<file path="config.mk">
export PLATFORM = sky130hd
export DESIGN_NAME = gpio_event_detect
export DESIGN_NICKNAME = d
export VERILOG_FILES = /design/src/rtl/gpio_event_pkg.sv /design/src/rtl/gpio_event_chan.sv /design/src/rtl/gpio_event_detect.sv
export SDC_FILE = /design/constraint.sdc
export NUM_CORES = 1
export LEC_CHECK = 0
export CORE_AREA = 2 2 125 127
export CTS_CLUSTER_SIZE = 10
export DETAILED_ROUTE_END_ITERATION = 7
export DIE_AREA = 0 0 127 129
export SLEW_MARGIN = 20
export SYNTH_ARGS = -nofsm -noshare
export SYNTH_HDL_FRONTEND = slang
export SYNTH_SLANG_ARGS = --single-unit
</file>
<file path="constraint.sdc">
create_clock -name clk_i -period 2.4 [get_ports clk_i]
set_clock_uncertainty 0.1 [all_clocks]
set_input_delay 0.72 -clock clk_i [delete_from_list [all_inputs] [get_ports clk_i]]
set_output_delay 0.72 -clock clk_i [all_outputs]
set_load 0.02 [all_outputs]
</file>
<file path="src/rtl/gpio_event_pkg.sv">
// Shared types and helpers for the GPIO event detector.
// Provides the event-enable bundle type and the per-bit event qualifier.
package gpio_event_pkg;

    localparam int unsigned DefaultWidth = 32;

    typedef struct packed {
        logic [DefaultWidth-1:0] rise;
        logic [DefaultWidth-1:0] fall;
        logic [DefaultWidth-1:0] lvlhi;
        logic [DefaultWidth-1:0] lvllo;
    } evt_cfg_t;

    // Qualified event for one channel given current and previous sample.
    function automatic logic chan_event(
        input logic data,
        input logic prev,
        input logic en_rise,
        input logic en_fall,
        input logic en_lvlhi,
        input logic en_lvllo
    );
        logic rise;
        logic fall;
        rise = data & ~prev;
        fall = ~data & prev;
        return (rise & en_rise) | (fall & en_fall) | (data & en_lvlhi) | (~data & en_lvllo);
    endfunction

endpackage

</file>
<file path="src/rtl/gpio_event_chan.sv">
// One channel of the event detector: previous-sample flop and sticky state bit.
module gpio_event_chan
    import gpio_event_pkg::*;
#(
    parameter logic ResetBit = 1'b0
) (
    input  logic clk_i,
    input  logic rst_ni,
    input  logic data_i,
    input  logic en_rise_i,
    input  logic en_fall_i,
    input  logic en_lvlhi_i,
    input  logic en_lvllo_i,
    input  logic clear_i,
    input  logic test_i,
    output logic data_o,
    output logic state_o,
    output logic event_o
);

    logic data_q;
    logic data_d;
    logic state_q;
    logic state_d;

    always_comb begin
        data_d  = data_i;
        event_o = chan_event(data_i, data_q, en_rise_i, en_fall_i, en_lvlhi_i, en_lvllo_i);
        // Set terms are OR'd after the clear so a simultaneous set wins.
        state_d = (state_q & ~clear_i) | event_o | test_i;
    end

    always_ff @(posedge clk_i or negedge rst_ni) begin
        if (!rst_ni) begin
            data_q  <= ResetBit;
            state_q <= 1'b0;
        end else begin
            data_q  <= data_d;
            state_q <= state_d;
        end
    end

    assign data_o  = data_q;
    assign state_o = state_q;

endmodule

</file>
<file path="src/rtl/gpio_event_detect.sv">
// Per-channel edge/level event detector with sticky W1C state and a registered,
// masked interrupt line.
module gpio_event_detect
    import gpio_event_pkg::*;
#(
    parameter int unsigned Width = DefaultWidth,
    parameter logic [Width-1:0] ResetValue = '0
) (
    input  logic             clk_i,
    input  logic             rst_ni,
    input  logic [Width-1:0] data_i,
    input  logic [Width-1:0] en_rise_i,
    input  logic [Width-1:0] en_fall_i,
    input  logic [Width-1:0] en_lvlhi_i,
    input  logic [Width-1:0] en_lvllo_i,
    input  logic [Width-1:0] intr_enable_i,
    input  logic [Width-1:0] intr_clear_i,
    input  logic [Width-1:0] intr_test_i,
    output logic [Width-1:0] data_o,
    output logic [Width-1:0] intr_state_o,
    output logic             intr_o
);

    logic [Width-1:0] evt;
    logic [Width-1:0] state_d;
    logic             intr_q;
    logic             intr_d;

    for (genvar i = 0; i < Width; i++) begin : g_chan
        gpio_event_chan #(
            .ResetBit(ResetValue[i])
        ) u_chan (
            .clk_i     (clk_i),
            .rst_ni    (rst_ni),
            .data_i    (data_i[i]),
            .en_rise_i (en_rise_i[i]),
            .en_fall_i (en_fall_i[i]),
            .en_lvlhi_i(en_lvlhi_i[i]),
            .en_lvllo_i(en_lvllo_i[i]),
            .clear_i   (intr_clear_i[i]),
            .test_i    (intr_test_i[i]),
            .data_o    (data_o[i]),
            .state_o   (intr_state_o[i]),
            .event_o   (evt[i])
        );
    end

    // Mask against next state so intr_o lines up with intr_state_o.
    always_comb begin
        state_d = (intr_state_o & ~intr_clear_i) | evt | intr_test_i;
        intr_d  = |(state_d & intr_enable_i);
    end

    always_ff @(posedge clk_i or negedge rst_ni) begin
        if (!rst_ni) begin
            intr_q <= 1'b0;
        end else begin
            intr_q <= intr_d;
        end
    end

    assign intr_o = intr_q;

endmodule

</file>
==> metrics.md, run 1 <==
| Metric | Value |
|---|---|
| CTS tree | yes |
| Vias | 3,718 |
| Layout cells sized above 1 | roughly 17% |
| Die area | between 15,000 and 20,000 sq um |
| Critical path class | in2reg |
| Static Leak | ~2.9 nW |
| DP Cell Count | 811 |
| H-tree depth | 3 |
| Hold Fails Final Rpt | 0 |
| Simple-gate share of the synthesized area | 13.75% |
| Routed len/inst | roughly 17 um |
| Top Ports | between 300 and 400 |
| Initial core utilization | 22.91% |
| Synth Area in XOR/XNOR | 0% |
| Met3 GRT Util | 6.279% |
| Hold-fix buffers, CTS | 0 |
| GR Util met2 | 31.66% |
| Type of the tightest min-delay check | in2async |
| Utilization after layout | 48.10% |
| CP required | 2.50 ns |
| Clock Latency Late Sink | around 0.33 ns |
| Synthesized area per cell | 9.887 sq um |
| Top Usage Layer GRT | met2 |
| Final setup vio count | 1 |
| Antenna Cells | 0 |
| Period utilization | 100.3% |
| WP data arrival | 2.51 ns |
| Tmin final | roughly 2.4 ns |
| Post-synthesis sequential area ratio | 47.41% |
| Most frequent cells in the layout | clkdlybuf4s50_1, dfrtp_1, buf_4 |
| Area fraction in compound gates after synthesis | 21.23% |
| Die X-Extent | 127 um |
| Final worst setup slack | -0.007434 ns |
| Root Driver | clkbuf_16 |
| Largest net degree at the start of global routing | 61 |
| Layout Area Growth over Synthesis | 110.0% |
| Post-Syn Nets | between 600 and 700 |
| Initial antenna violation count | 0 |
| Vias per cell | 4.374 |
| Gr usage total | 16.69% |
| Max-slew violation count | 0 |
| Area of the core | 14,980 sq um |
| YS warnings | 0 |
| Total gr overflow | 0 |
| Max Buffers Root-to-Sink | 2 |
| Die height | between 100 and 150 um |
| Total CTS buffers | 9 |
| Residual DRC | 0 |
| Slew HR | 77.14% |
| Commonest non-fill, non-tap cell in the layout | clkdlybuf4s50_1 |
| Worst r2r src | g_chan[18].u_chan.data_o |
| Clk sinks | 65 |
| Max-Cap Viols | 0 |
| DR pass1 iterations | 4 |
| Post-Synth Adder-Cell Area | 0% |
| Global-route wire length before repair | between 20,000 and 25,000 um |
| Clk slew on worst S/H paths | about 0.05 ns |
| HPWL after DPL | 11,430 um |
| Maximum clock rate | 415.4 MHz |
| Multiplexer share of the synthesized area | 0% |
| Vias in the first global route | 4,111 |
| Final #Nets | 915 |
| Crit-path max FO | 2 |
| Cell variety after synth | 24 |
| Failing checks | negative setup slack |
| Maximum VDD drop | 0.2697 mV |
| Synth Instances | 347 |
| PD cells | 475.7 nW/um^2 |
| RSZ-0062 raised after global routing | yes |
| Mapped Area | 3431 sq um |
| Crit path from | en_fall_i[29] |
| DR iter-0 viols | 118 |
| Worst Setup End Kind | register |
| Worst-Margin Slew | 0.3430 ns |
| WHS | approximately 0.12 ns |
| Status | complete, but fails checks |
| GR Layer Usage met1 | around 16% |
| # rows | 45 |
| PortBufs | between 300 and 400 |
| Post-synthesis register bit count | 65 |
| Final ANT Viol Nets | 0 |
| Fillers | roughly 1,400 |
| Gpl congestion | roughly 0.81 |
| Largest family of logic cells by synthesized area | compound AO/OA/AOI/OAI gates |
| Final Non-Filler Cells | 850 |
| Final wirelength | around 14,000 um |
| Nature of the critical path startpoint | input port |
[flip-flops by register name, summed over array words and instances, names as in the netlist]
| name | cells |
|---|---|
| g_chan.u_chan.data_o | 32 |
| g_chan.u_chan.state_o | 32 |
| intr_o | 1 |
[power by group]
part	internal, mW	switching, mW	leakage [nW]
clock network	0.909	0.466	0.148
logic	0.570	0.290	2.10
registers	1.15	0.0434	0.680
[metal layers]
metal  part of all wire (%)  wire [um]  vias up
li1                       -          -     1778
met1                     34       4870     1710
met2                     53       7479      205
met3                    9.8       1380       25
met4                    2.7        385        0
met5                      0          0        -
[cells in the mapped netlist, drive strengths merged]
| library cell | count | share of area [%] |
|---|---|---|
| o21ai | 31 | 4.6 |
| a21oi | 33 | 4.9 |
| dfrtp | 65 | 47 |
| inv | 33 | 3.6 |
| nand2b | 3 | 0.55 |
| nor2b | 31 | 5.7 |
| or4 | 1 | 0.22 |
| nor3b | 28 | 6.3 |
| buf | 64 | 14 |
| nand2 | 3 | 0.33 |
| a22o | 1 | 0.26 |
| a21boi | 3 | 0.77 |
| nand4 | 3 | 0.55 |
| a2111o | 2 | 0.66 |
| and2 | 1 | 0.18 |
| a22oi | 12 | 2.6 |
| a211oi | 29 | 6.3 |
| a211o | 4 | 1.0 |
[path summary, 6_finish.rpt]
kind | endpoint | slack, ns | cells past startpoint
max in group asynchronous | g_chan[11].u_chan.state_o | 1.50 | 2
min reg2reg | g_chan[9].u_chan.state_o | 0.43 | 2
min in group clk_i | g_chan[9].u_chan.state_o | 0.43 | 2
max reg2reg | intr_o | 0.08 | 6
min | g_chan[8].u_chan.data_o | 0.12 | 1
max | intr_o | -0.007 | 6
[logic make-up (layout without fill, tap and decap cells)]
group	after synthesis	after routing
AOI/OAI and AO/OA	115	115
DFF	65	65
buffers and inverters	97	412
and+or+nand+nor	70	70
[area by class of cell]
class | count | area, sq um | share of cell area (%)
Inverter | 33 | 123.9 | 1.719
Clock buffer | 13 | 240.2 | 3.334
Tap cell | 188 | 235.2 | 3.265
Timing Repair Buffer | 363 | 3470 | 48.16
Clock inverter | 3 | 65.06 | 0.9031
Sequential cell | 65 | 1627 | 22.58
Multi-Input combinational cell | 185 | 1444 | 20.04
[metrics by stage]
stage	setup WS (ns)	cell area, sq um	power, mW	TNS, ns
floorplan	-0.04980	3431	1.456	-0.04980
global placement	-0.5435	6551	2.001	-0.5435
detailed placement	-0.5828	6551	2.011	-0.5828
CTS	-0.01147	7083	3.454	-0.01147
global route	-0.07729	7204	3.589	-0.07729
finish	-0.007434	7204	3.427	-0.007434
[worst max-delay path, stage by stage]
cell	delay, ns
clkdlybuf4s50_1	0.41
a211oi_1	0.25
o21ai_1	0.12
a22oi_1	0.24
nand4_1	0.22
or4_1	0.55
[repair_timing]
item                                    in CTS  in global routing
resized for setup                          105                 33
setup buffers                               24                  1
cloned                                       0                  0
pin swaps                                   46                 15
endpoints found under the setup margin       1                  2
Power figures use the tool's default switching activity.
==> run 2, diff against run 1 <==
- TNS_END_PERCENT: unset -> 20
- clock period: 2.4 -> 2.9 ns (I/O delays scaled with it)
==> run 2 against run 1 <==
Effect of this change:
- the flow now finishes without violations
- setup slack better by 0.19 ns
- critical path depth is 1 higher
- final area down 6.6%
- clock power down 30%
- sequential share of layout area grew 1.6 points
- combinational power shrank 24%
- clock-buffer cell count down 1
- hold slack improved by 0.29 ns
- non-clock buffer count fell by 32
- core utilization is 3.2 points lower
- wire length is 5.5% lower
- global-route usage fell by 1.0 points
- critical endpoint unchanged
==> metrics.md, run 2 (same netlist as run 1, synthesis figures left out) <==
| Metric | Value |
|---|---|
| Status | complete, no violations |
| DR iter-0 viols | just over 100 |
| Post-route cell area | between 6000 and 7000 sq um |
| Initial core utilization | 22.91% |
| Hold Fails Final Rpt | 0 |
| Global-route wire length before repair | 19,300 um |
| Placed Area | between 6000 and 7000 sq um |
| Vias in the first global route | between 3,000 and 4,000 |
| Crit path top cell by count | a2111o_1 |
| PD cells | 385.8 nW/um^2 |
| Slowest CP cell | a2111o_1 |
| Layout cells sized above 1 | 4.147% |
| Largest net degree at the start of global routing | 66 |
| DR pass1 iterations | 4 |
| Clk sinks | 65 |
| Routed len/inst | 16.35 um |
| Die X-Extent | 127 um |
| Die height | 129 um |
| Type of the tightest min-delay check | reg2reg |
| Residual DRC | 0 |
| Total gr overflow | 0 |
| CP peak stage delay | 0.41 ns |
| Period utilization | 93.59% |
| Hold-fix buffers, CTS | 0 |
| Worst r2r src | g_chan[24].u_chan.data_o |
| Static Leak | 2.592 nW |
| Root Driver | clkbuf_16 |
| Maximum clock rate | approximately 370 MHz |
| Crit path from | en_fall_i[24] |
| Vias | between 3,000 and 4,000 |
| Final wirelength | between 10,000 and 15,000 um |
| FF-to-FF setup slack | 0.75 ns |
| Initial antenna violation count | 2 |
| Register-to-Register Path Depth | 6 |
| Worst hold path depth | 2 |
| Max Buffers Root-to-Sink | 2 |
| Max-slew violation count | 0 |
| Worst Setup End Kind | register |
| Total power draw | 2.597 mW |
| Critical path class | in2reg |
| Final #Nets | 883 |
| Post-cts sizing count | 0 |
| WP data arrival | 2.81 ns |
| Area of the core | 14,980 sq um |
| PortBufs | roughly 320 |
| Final ANT Viol Nets | 0 |
| CTS tree | yes |
| Setup_tns | 0 ns |
| Slew HR | approximately 42% |
| RR Endpoint | intr_o |
| HPWL after DPL | ~11,000 um |
| Crit path max-delay family | compound AO/OA/AOI/OAI gates |
| Layout Area Growth over Synthesis | 96.21% |
| Buf/Inv on CP | 1 |
| Clk slew on worst S/H paths | 0.05 ns |
| Nature of the critical path startpoint | input port |
| # rows | 45 |
| H-tree depth | 3 |
| Max-Cap Viols | 0 |
| Worst-Margin Slew | 0.8699 ns |
| Crit-path max FO | 2 |
| Worst path depth | 7 |
| Final setup vio count | 0 |
| Gr usage total | between 10% and 20% |
| Die area | 16,380 sq um |
| RSZ-0062 raised after global routing | no |
| Total CTS buffers | 9 |
| Postcts setup bufs | 0 |
| CP required | 3.00 ns |
| Commonest non-fill, non-tap cell in the layout | clkdlybuf4s50_1 |
| Tmin final | 2.714 ns |
| Clock Latency Late Sink | 0.33 ns |
| Critical-path cell list | clkdlybuf4s50_1, a211o_1, o21ai_2, a21boi_1, a2111o_1, a2111o_1, or4_1 |
| Gpl congestion | 0.8443 |
| Utilization after layout | between 40 and 50% |
| Most frequent cells in the layout | clkdlybuf4s50_1, dfrtp_1, inv_1 |
| CP endpoint | intr_o |
| Maximum VDD drop | 0.2365 mV |
| Vias per cell | 4.368 |
| Top Ports | about 320 |
[run 2: cell types whose count changed in the layout (fill, tap and decap cells not counted), moves of 7 or more]
cell	before	now
clkdlybuf4s50_1	275	321
buf_4	40	10
dlygate4sd2_1	30	0
nor3b_1	12	27
nor3b_2	16	1
o21ai_0	3	14
buf_2	8	0
o21ai_1	23	15
a211oi_1	22	29
a211oi_2	7	0
clkdlybuf4s15_1	7	0
[run 2: layout make-up]
| type | count | area (sq um) |
|---|---|---|
| Inverter | 33 | 123.9 |
| Timing Repair Buffer | 331 | 3288 |
| Clock buffer | 12 | 246.5 |
| Multi-Input combinational cell | 185 | 1204 |
| Fill cell | 1466 | 8245 |
| Clock inverter | 1 | 5.005 |
| Antenna cell | 1 | 2.502 |
| Sequential cell | 65 | 1627 |
| Tap cell | 188 | 235.2 |
[run 2: per-layer routing]
layer / track usage [%] / up-vias / part of all wire (%)
li1: - / 1717 / -
met4: 7.369 / 0 / 2.8
met3: 5.322 / 27 / 9.1
met2: 29.19 / 185 / 53
met1: 15.74 / 1635 / 35
met5: 0 / - / 0
[run 2: worst min path at each step]
| stage | startpoint | end | slack, ns |
|---|---|---|---|
| 2_1_floorplan | g_chan[21].u_chan.state_o | g_chan[21].u_chan.state_o | 0.37 |
| 3_3_place_gp | g_chan[21].u_chan.state_o | g_chan[21].u_chan.state_o | 0.39 |
| 3_5_place_dp | g_chan[21].u_chan.state_o | g_chan[21].u_chan.state_o | 0.40 |
| 4_1_cts | g_chan[21].u_chan.state_o | g_chan[21].u_chan.state_o | 0.41 |
| 5_1_grt | g_chan[16].u_chan.state_o | g_chan[16].u_chan.state_o | 0.44 |
| 6_report | g_chan[21].u_chan.state_o | g_chan[21].u_chan.state_o | 0.40 |
[run 2: metrics by stage]
step	hold WS (ns)	worst slack [ns]	std cells
final	0.4049	0.1859	816
after global routing	0.4372	0.09502	815
after CTS	0.4051	0.07351	815
after detailed placement	0.3953	-0.2905	802
after global placement	0.3936	-0.2233	802
after floorplan	0.3661	0.2731	347
[run 2: report_power, final]
group | leakage [nW] | internal (mW) | switching, mW | total [mW]
combinational | 1.79 | 0.440 | 0.210 | 0.650
sequential | 0.680 | 0.951 | 0.0309 | 0.982
clock | 0.124 | 0.586 | 0.380 | 0.965
total | 2.59 | 1.98 | 0.620 | 2.60
[run 2: worst reg2reg max path, cell delays in order (launching register included)]
cell and delay, ns:
dfrtp_1 0.40, a211o_1 0.28, o21ai_2 0.07, a21boi_1 0.08, a2111o_1 0.41, a2111o_1 0.29, or4_1 0.39
==> run 3, diff against run 2 <==
- MAX_ROUTING_LAYER: unset -> met4
==> run 3 against run 2 <==
Effect of this change:
- final cell count up 0.12%
- register-to-register slack about the same
- maximum frequency about the same
- sequential share of layout area about the same
- setup slack worse by 0.00068 ns
- core utilization about the same
- non-clock buffer count unchanged
- die area unchanged
- final area about the same
- combinational power about the same
- global-route usage up 0.49 points
- largest cell class unchanged
==> metrics.md, run 3 (same netlist as run 1, synthesis figures left out) <==
| Metric | Value |
|---|---|
| Status | complete, no violations |
| Die X-Extent | 127 um |
| Initial antenna violation count | 2 |
| Area of the core | ~15,000 sq um |
| Clk slew on worst S/H paths | 0.05 ns |
| Final #Nets | 883 |
| Top Ports | 323 |
| Root Driver | clkbuf_16 |
| Vias | 3,558 |
| P_int | 1.976 mW |
| CP required | 3.00 ns |
| WHS | 0.4049 ns |
| Final ANT Viol Nets | 0 |
| Max Buffers Root-to-Sink | 2 |
| Postcts setup bufs | 0 |
| Max-slew violation count | 0 |
| Critical path class | in2reg |
| Initial core utilization | 22.91% |
| Largest net degree at the start of global routing | 66 |
| Max-Cap Viols | 0 |
| Slew HR | between 40 and 50% |
| Final Non-Filler Cells | 817 |
| Sequential cell fraction of total power | between 30% and 40% |
| CTS tree | yes |
| Most frequent cells in the layout | clkdlybuf4s50_1, dfrtp_1, inv_1 |
| Maximum VDD drop | 0.2356 mV |
| WP data arrival | 2.81 ns |
| Vias in the first global route | 3,748 |
| Residual DRC | 0 |
| Combinational Power Share | 25.0% |
| Final setup vio count | 0 |
| Worst-Margin Slew | 0.8663 ns |
| DR iter-0 viols | 104 |
| DP Cell Count | 802 |
| # rows | 45 |
| DR pass1 iterations | 4 |
| RSZ-0062 raised after global routing | no |
| Crit-path max FO | 2 |
| Die area | about 16,000 sq um |
| Period utilization | between 90% and 100% |
| Setup_tns | 0 ns |
| Switching power | 0.6200 mW |
| Utilization after layout | 44.96% |
| Static Leak | 2.592 nW |
| Total CTS buffers | 9 |
| Gr usage total | 16.16% |
| Commonest non-fill, non-tap cell in the layout | clkdlybuf4s50_1 |
| Switching share of total power | 23.88% |
| Clk sinks | 65 |
| Fillers | 1,465 |
| FF+latch area | 1627 sq um |
| Global-route wire length before repair | 19,280 um |
| Worst Setup End Kind | register |
| Clk pwr share | 37.2% |
| Gpl congestion | about 0.86 |
| Routed len/inst | between 15 and 20 um |
| Type of the tightest min-delay check | reg2reg |
| Die height | around 130 um |
| Layout cells sized above 1 | 4.147% |
| Maximum clock rate | between 300 and 400 MHz |
| PortBufs | 322 |
| HPWL after DPL | 11,380 um |
| Vias per cell | between 4 and 5 |
| PD cells | approximately 390 nW/um^2 |
| Layout Area Growth over Synthesis | 96.28% |
| Area occupied by multi-input gates | 1204 sq um |
| H-tree depth | 3 |
| Total gr overflow | 0 |
| Clock Latency Late Sink | approximately 0.33 ns |
| Tmin final | between 2 and 3 ns |
| Hold Fails Final Rpt | 0 |
| Nature of the critical path startpoint | input port |
| Final wirelength | 13,330 um |
run 3: cell types whose count changed in the layout (fill, tap and decap cells not counted):
cell,change
diode_2,+1
run 3: power groups by stage:
stage	Combinational, mW	Clock (mW)	Sequential (mW)
2_1_floorplan	0.217	0	0.988
3_3_place_gp	0.647	0	0.994
3_5_place_dp	0.655	0	0.996
4_1_cts	0.657	1.00	0.982
5_1_grt	0.697	1.04	0.987
6_report	0.650	0.965	0.982
run 3: layer usage:
metal,global-route usage (%),vias to the layer above,wire [um]
li1,-,1720,-
met1,16.39,1627,4865
met2,29.16,185,7048
met3,4.366,26,1063
met4,7.369,0,351
met5,-,-,0
run 3: what timing repair did:
item,CTS,global route
hold buffers,0,0
endpoints found under the setup margin,0,1
gates resized for setup,0,2
run 3: final cells by class:
type / count / area share (%)
diodes: 2 / 0.07432
clock inverters: 1 / 0.07432
repair buffers: 331 / 48.83
multi-input cells: 185 / 17.87
flip-flops and latches: 65 / 24.15
inverters: 33 / 1.839
clock buffers: 12 / 3.660
well taps: 188 / 3.493
run 3: worst paths after layout:
path / from / to / depth (start not counted) / slack, ns
min: g_chan[21].u_chan.state_o / g_chan[21].u_chan.state_o / 2 / 0.40
max reg2reg: g_chan[24].u_chan.data_o / intr_o / 6 / 0.75
max in group asynchronous: rst_ni / g_chan[11].u_chan.state_o / 1 / 1.58
max: en_fall_i[24] / intr_o / 7 / 0.19
min reg2reg: g_chan[21].u_chan.state_o / g_chan[21].u_chan.state_o / 2 / 0.40
min in group asynchronous: rst_ni / g_chan[8].u_chan.data_o / 1 / 0.55
run 3: critical path, cell delays in order:
cell	delay [ns]
clkdlybuf4s50_1	0.40
a211o_1	0.31
o21ai_2	0.07
a21boi_1	0.08
a2111o_1	0.41
a2111o_1	0.29
or4_1	0.39
run 3: through the flow:
step	instance area (sq um)	total power, mW	setup WS, ns
after floorplan	3431	1.205	0.2731
final	6734	2.596	0.1853
after global routing	6734	2.719	0.09503
after CTS	6725	2.641	0.07351
after global placement	6474	1.641	-0.2233
after detailed placement	6474	1.652	-0.2905
==> edit 1: new RTL, flow settings as in run 3 <==
`DefaultWidth`: 32 -> 40.
--- a/src/rtl/gpio_event_pkg.sv
+++ b/src/rtl/gpio_event_pkg.sv
@@ -4,3 +4,3 @@
 
-    localparam int unsigned DefaultWidth = 32;
+    localparam int unsigned DefaultWidth = 40;
 
Interface: changed (10 resized); port bits go from 323 to 403. No check against the original RTL was run, so the function may have changed too.
==> edit 1 against run 3 <==
Global-route usage increased by 7.1 points. Sequential cell count increased by 16. Routed wire length increased by 41%. Setup slack improved by 0.22 ns. Final area increased by 23%. Cell count increased by 19%. Power increased by 19%. Register-to-register slack improved by 0.20 ns. Critical path depth unchanged. Synthesized area increased by 27%. Critical endpoint unchanged. Largest cell class unchanged. Largest power group unchanged. Highest routed layer unchanged.
==> edit 1: results <==
group,metric,value,unit
status,status,"finished clean",
grt,grt_pass1_vias,4866,
logic_synthesis,ys_top_cells_by_area,"dfrtp_1 (47%), buf_4 (14%), nor2b_1 (6.2%)",
logic_synthesis,syn-num-nets,767,
power_and_ir_drop,p_clk_share,33.8,%
power_and_ir_drop,power.leakage,0.00321,uW
grt,grt_max_degree,38,
logic_synthesis,synth_cell_type_count,26,
critical_path,max_stage_delay,0.44,ns
grt,use_met1,22.6,%
cells_and_area,fin_nets,1102,
route,wl_per_cell,19.4,um
placement,dpl-instance-area,8030,um^2
power_and_ir_drop,p_seq,1220,uW
cts,cts_sinks,81,
route,drt_iter0_drc,143,
cells_and_area,final_cells,972,
hold_path,hold_class,"primary input to async pin",
power_and_ir_drop,power.switching,741,uW
placement,gp_congestion,0.943,
cells_and_area,seq_area,2030,um^2
cells_and_area,insertedDiodeCount,1,
grt,grt_util_met3,7.36,%
logic_synthesis,synthTopCellsByCount,"dfrtp_1 (81), buf_4 (80), a21oi_1 (45)",
placement,hpwl,16400,um
cells_and_area,n_all_buffers,404,
cells_and_area,fillers,1363,
placement,io_buffers,402,
cells_and_area,seq_share,24.4,%
logic_synthesis,synth_cells,445,
cells_and_area,multi_input_area,1580,um^2
critical_path,slowest_stage,"clkdlybuf4s50_1",
cells_and_area,buf_share,48.8,%
sta,slew_headroom,72.1,%
cells_and_area,n_clock_buffer,14,
placement,dp.cells,957,
logic_synthesis,synth_seq_area_share,46.7,%
[edit 1: cell families after synthesis]
group,Yosys count,share of synthesized area [%]
AOI/OAI and AO/OA,150,22.2
buffers and inverters,117,17.0
and+or+nand+nor,97,14.1
DFF,81,46.7
[edit 1: metal layers]
layer  vias up  part of all wire (%)
met2       225                    54
met1      2060                    35
met3        39                   8.9
li1       2160                     -
met5         -                     0
met4         0                   2.9
[edit 1: worst paths after layout]
| path | startpoint | end | slack [ns] | cells after the start |
|---|---|---|---|---|
| max | en_fall_i[15] | intr_o | 0.41 | 7 |
| min | rst_ni | g_chan[25].u_chan.data_o | 0.36 | 1 |
| max reg2reg | g_chan[1].u_chan.data_o | intr_o | 0.95 | 6 |
| min reg2reg | g_chan[37].u_chan.state_o | g_chan[37].u_chan.state_o | 0.39 | 2 |
| max in group asynchronous | rst_ni | g_chan[15].u_chan.data_o | 1.73 | 2 |
| min in group clk_i | g_chan[37].u_chan.state_o | g_chan[37].u_chan.state_o | 0.39 | 2 |
==> edit 2: new RTL, flow settings as in run 3 <==
Made on the original files. Register the output `intr_state_o`; this adds one clock of latency there. The other outputs are not delayed to match.
--- a/src/rtl/gpio_event_detect.sv
+++ b/src/rtl/gpio_event_detect.sv
@@ -23,2 +23,4 @@
 
+    logic [Width-1:0] intr_state_d;
+
     logic [Width-1:0] evt;
@@ -42,3 +44,3 @@
             .data_o    (data_o[i]),
-            .state_o   (intr_state_o[i]),
+            .state_o   (intr_state_d[i]),
             .event_o   (evt[i])
@@ -49,3 +51,3 @@
     always_comb begin
-        state_d = (intr_state_o & ~intr_clear_i) | evt | intr_test_i;
+        state_d = (intr_state_d & ~intr_clear_i) | evt | intr_test_i;
         intr_d  = |(state_d & intr_enable_i);
@@ -63,2 +65,6 @@
 
+    always_ff @(posedge clk_i) begin
+        intr_state_o <= intr_state_d;
+    end
+
 endmodule
Formal check against the unedited RTL: not equivalent (Yosys sat finds a counterexample within 4 cycles, from zero or initial values and one cycle with rst_ni low).
==> edit 2 against run 3 <==
Routed wire length increased by 0.26%. Power rose by 28%. Setup slack lost 0.071 ns. Highest routed layer unchanged. Critical endpoint unchanged. Sequential power increased by 47%. Non-clock buffer count is 1 lower. Synthesized area increased by 12%. Final area is 10% higher. Sequential cell count rose by 32.
==> edit 2: results <==
group,metric,value,unit
status,status,"finished clean",
cells_and_area,fin_nets,914,
cells_and_area,drive_gt1_share,3.93,%
route,drt-met1-wl,5020,um
sta,fin_crit_sh,96.1,%
placement,dp.cells,833,
grt,antenna_found_initial,0,
sta,worst_pin_slew,0.892,ns
route,vias,3696,
grt,grt_pass1_vias,4016,
hold_path,min_from,"g_chan[14].u_chan.state_o",
hold_path,min_to,"intr_state_o[14]",
critical_path,path_max_fanout,3,
logic_synthesis,synth_cell_type_count,25,
route,wl_per_cell,15.7,um
grt,track_usage,16.6,%
critical_path,reg2reg_depth,5,
logic_synthesis,synthArstFlopShare,67.0,%
power_and_ir_drop,irDropWorstVdd,0.239,mV
placement,hpwl,11300,um
route,routed_via_density,4.35,
logic_synthesis,ys_top_cells_by_area,"dfrtp_1 (42%), dfxtp_1 (17%), buf_4 (6.3%)",
critical_path,arrival,2.89,ns
route,dr_wl_met3,1200,um
critical_path,r2r_slack,0.67,ns
grt,grt_pass1_wl,20300,um
route,drt_iter0_drc,130,
placement,dpl-instance-area,7110,um^2
placement,pre_cts_ws,-0.235,ns
cells_and_area,insertedDiodeCount,0,
logic_synthesis,syn_avg_cell_area,11.0,um^2
logic_synthesis,synth_seq_area_share,59.2,%
[edit 2: through the flow]
stage	setup TNS [ns]	utilization [%]	hold slack [ns]
2_1_floorplan	0	-	0.247
3_5_place_dp	-0.235	47.5	0.255
6_report	0	49.5	0.267
3_3_place_gp	-0.198	47.5	0.251
4_1_cts	0	49.5	0.269
5_1_grt	0	49.5	0.274
[edit 2: report_power, final]
group / switching, uW / internal, uW / leakage [uW]
Combinational: 207 / 437 / 0.00178
Clock: 487 / 754 / 0.000151
Sequential: 34.9 / 1410 / 0.000943
Total: 729 / 2600 / 0.00287
[edit 2: how the worst max path moves through the flow]
stage | start | end | depth (start not counted)
2_1_floorplan | en_fall_i[18] | intr_o | 6
3_3_place_gp | en_fall_i[18] | intr_o | 7
4_1_cts | data_i[18] | intr_o | 7
6_report | data_i[24] | intr_o | 7
5_1_grt | data_i[8] | intr_o | 6
3_5_place_dp | data_i[18] | intr_o | 7
[edit 2: kinds of logic (layout without fill, tap and decap cells)]
group                  count (synthesis)  count (layout)  share of synthesized area [%]
AO/OA/AOI/OAI                        115             115                           19.0
flip-flops                            97              97                           59.2
AND/OR/NAND/NOR                       70              70                           12.3
buffers and inverters                 65             379                           9.50
[edit 2: routing by layer]
layer	GRT usage, %	up-vias
met5	-	-
met4	6.40	0
li1	-	1812
met3	5.03	19
met2	29.5	199
met1	17.4	1666
[edit 2: worst max-delay path: stages]
cell,delay (ns)
clkdlybuf4s50_1,0.46
a211o_1,0.25
o21ai_1,0.11
a21boi_1,0.09
a2111o_1,0.35
a2111o_1,0.37
or4_1,0.39
[edit 2: final cells by class]
class | instances | area [um^2]
fill | 1398 | 7560
clock inverter | 4 | 70.1
multi-input combinational | 185 | 1200
timing repair buffer | 330 | 3280
clock buffer | 12 | 236
tap | 188 | 235
sequential | 97 | 2270
inverter | 33 | 124
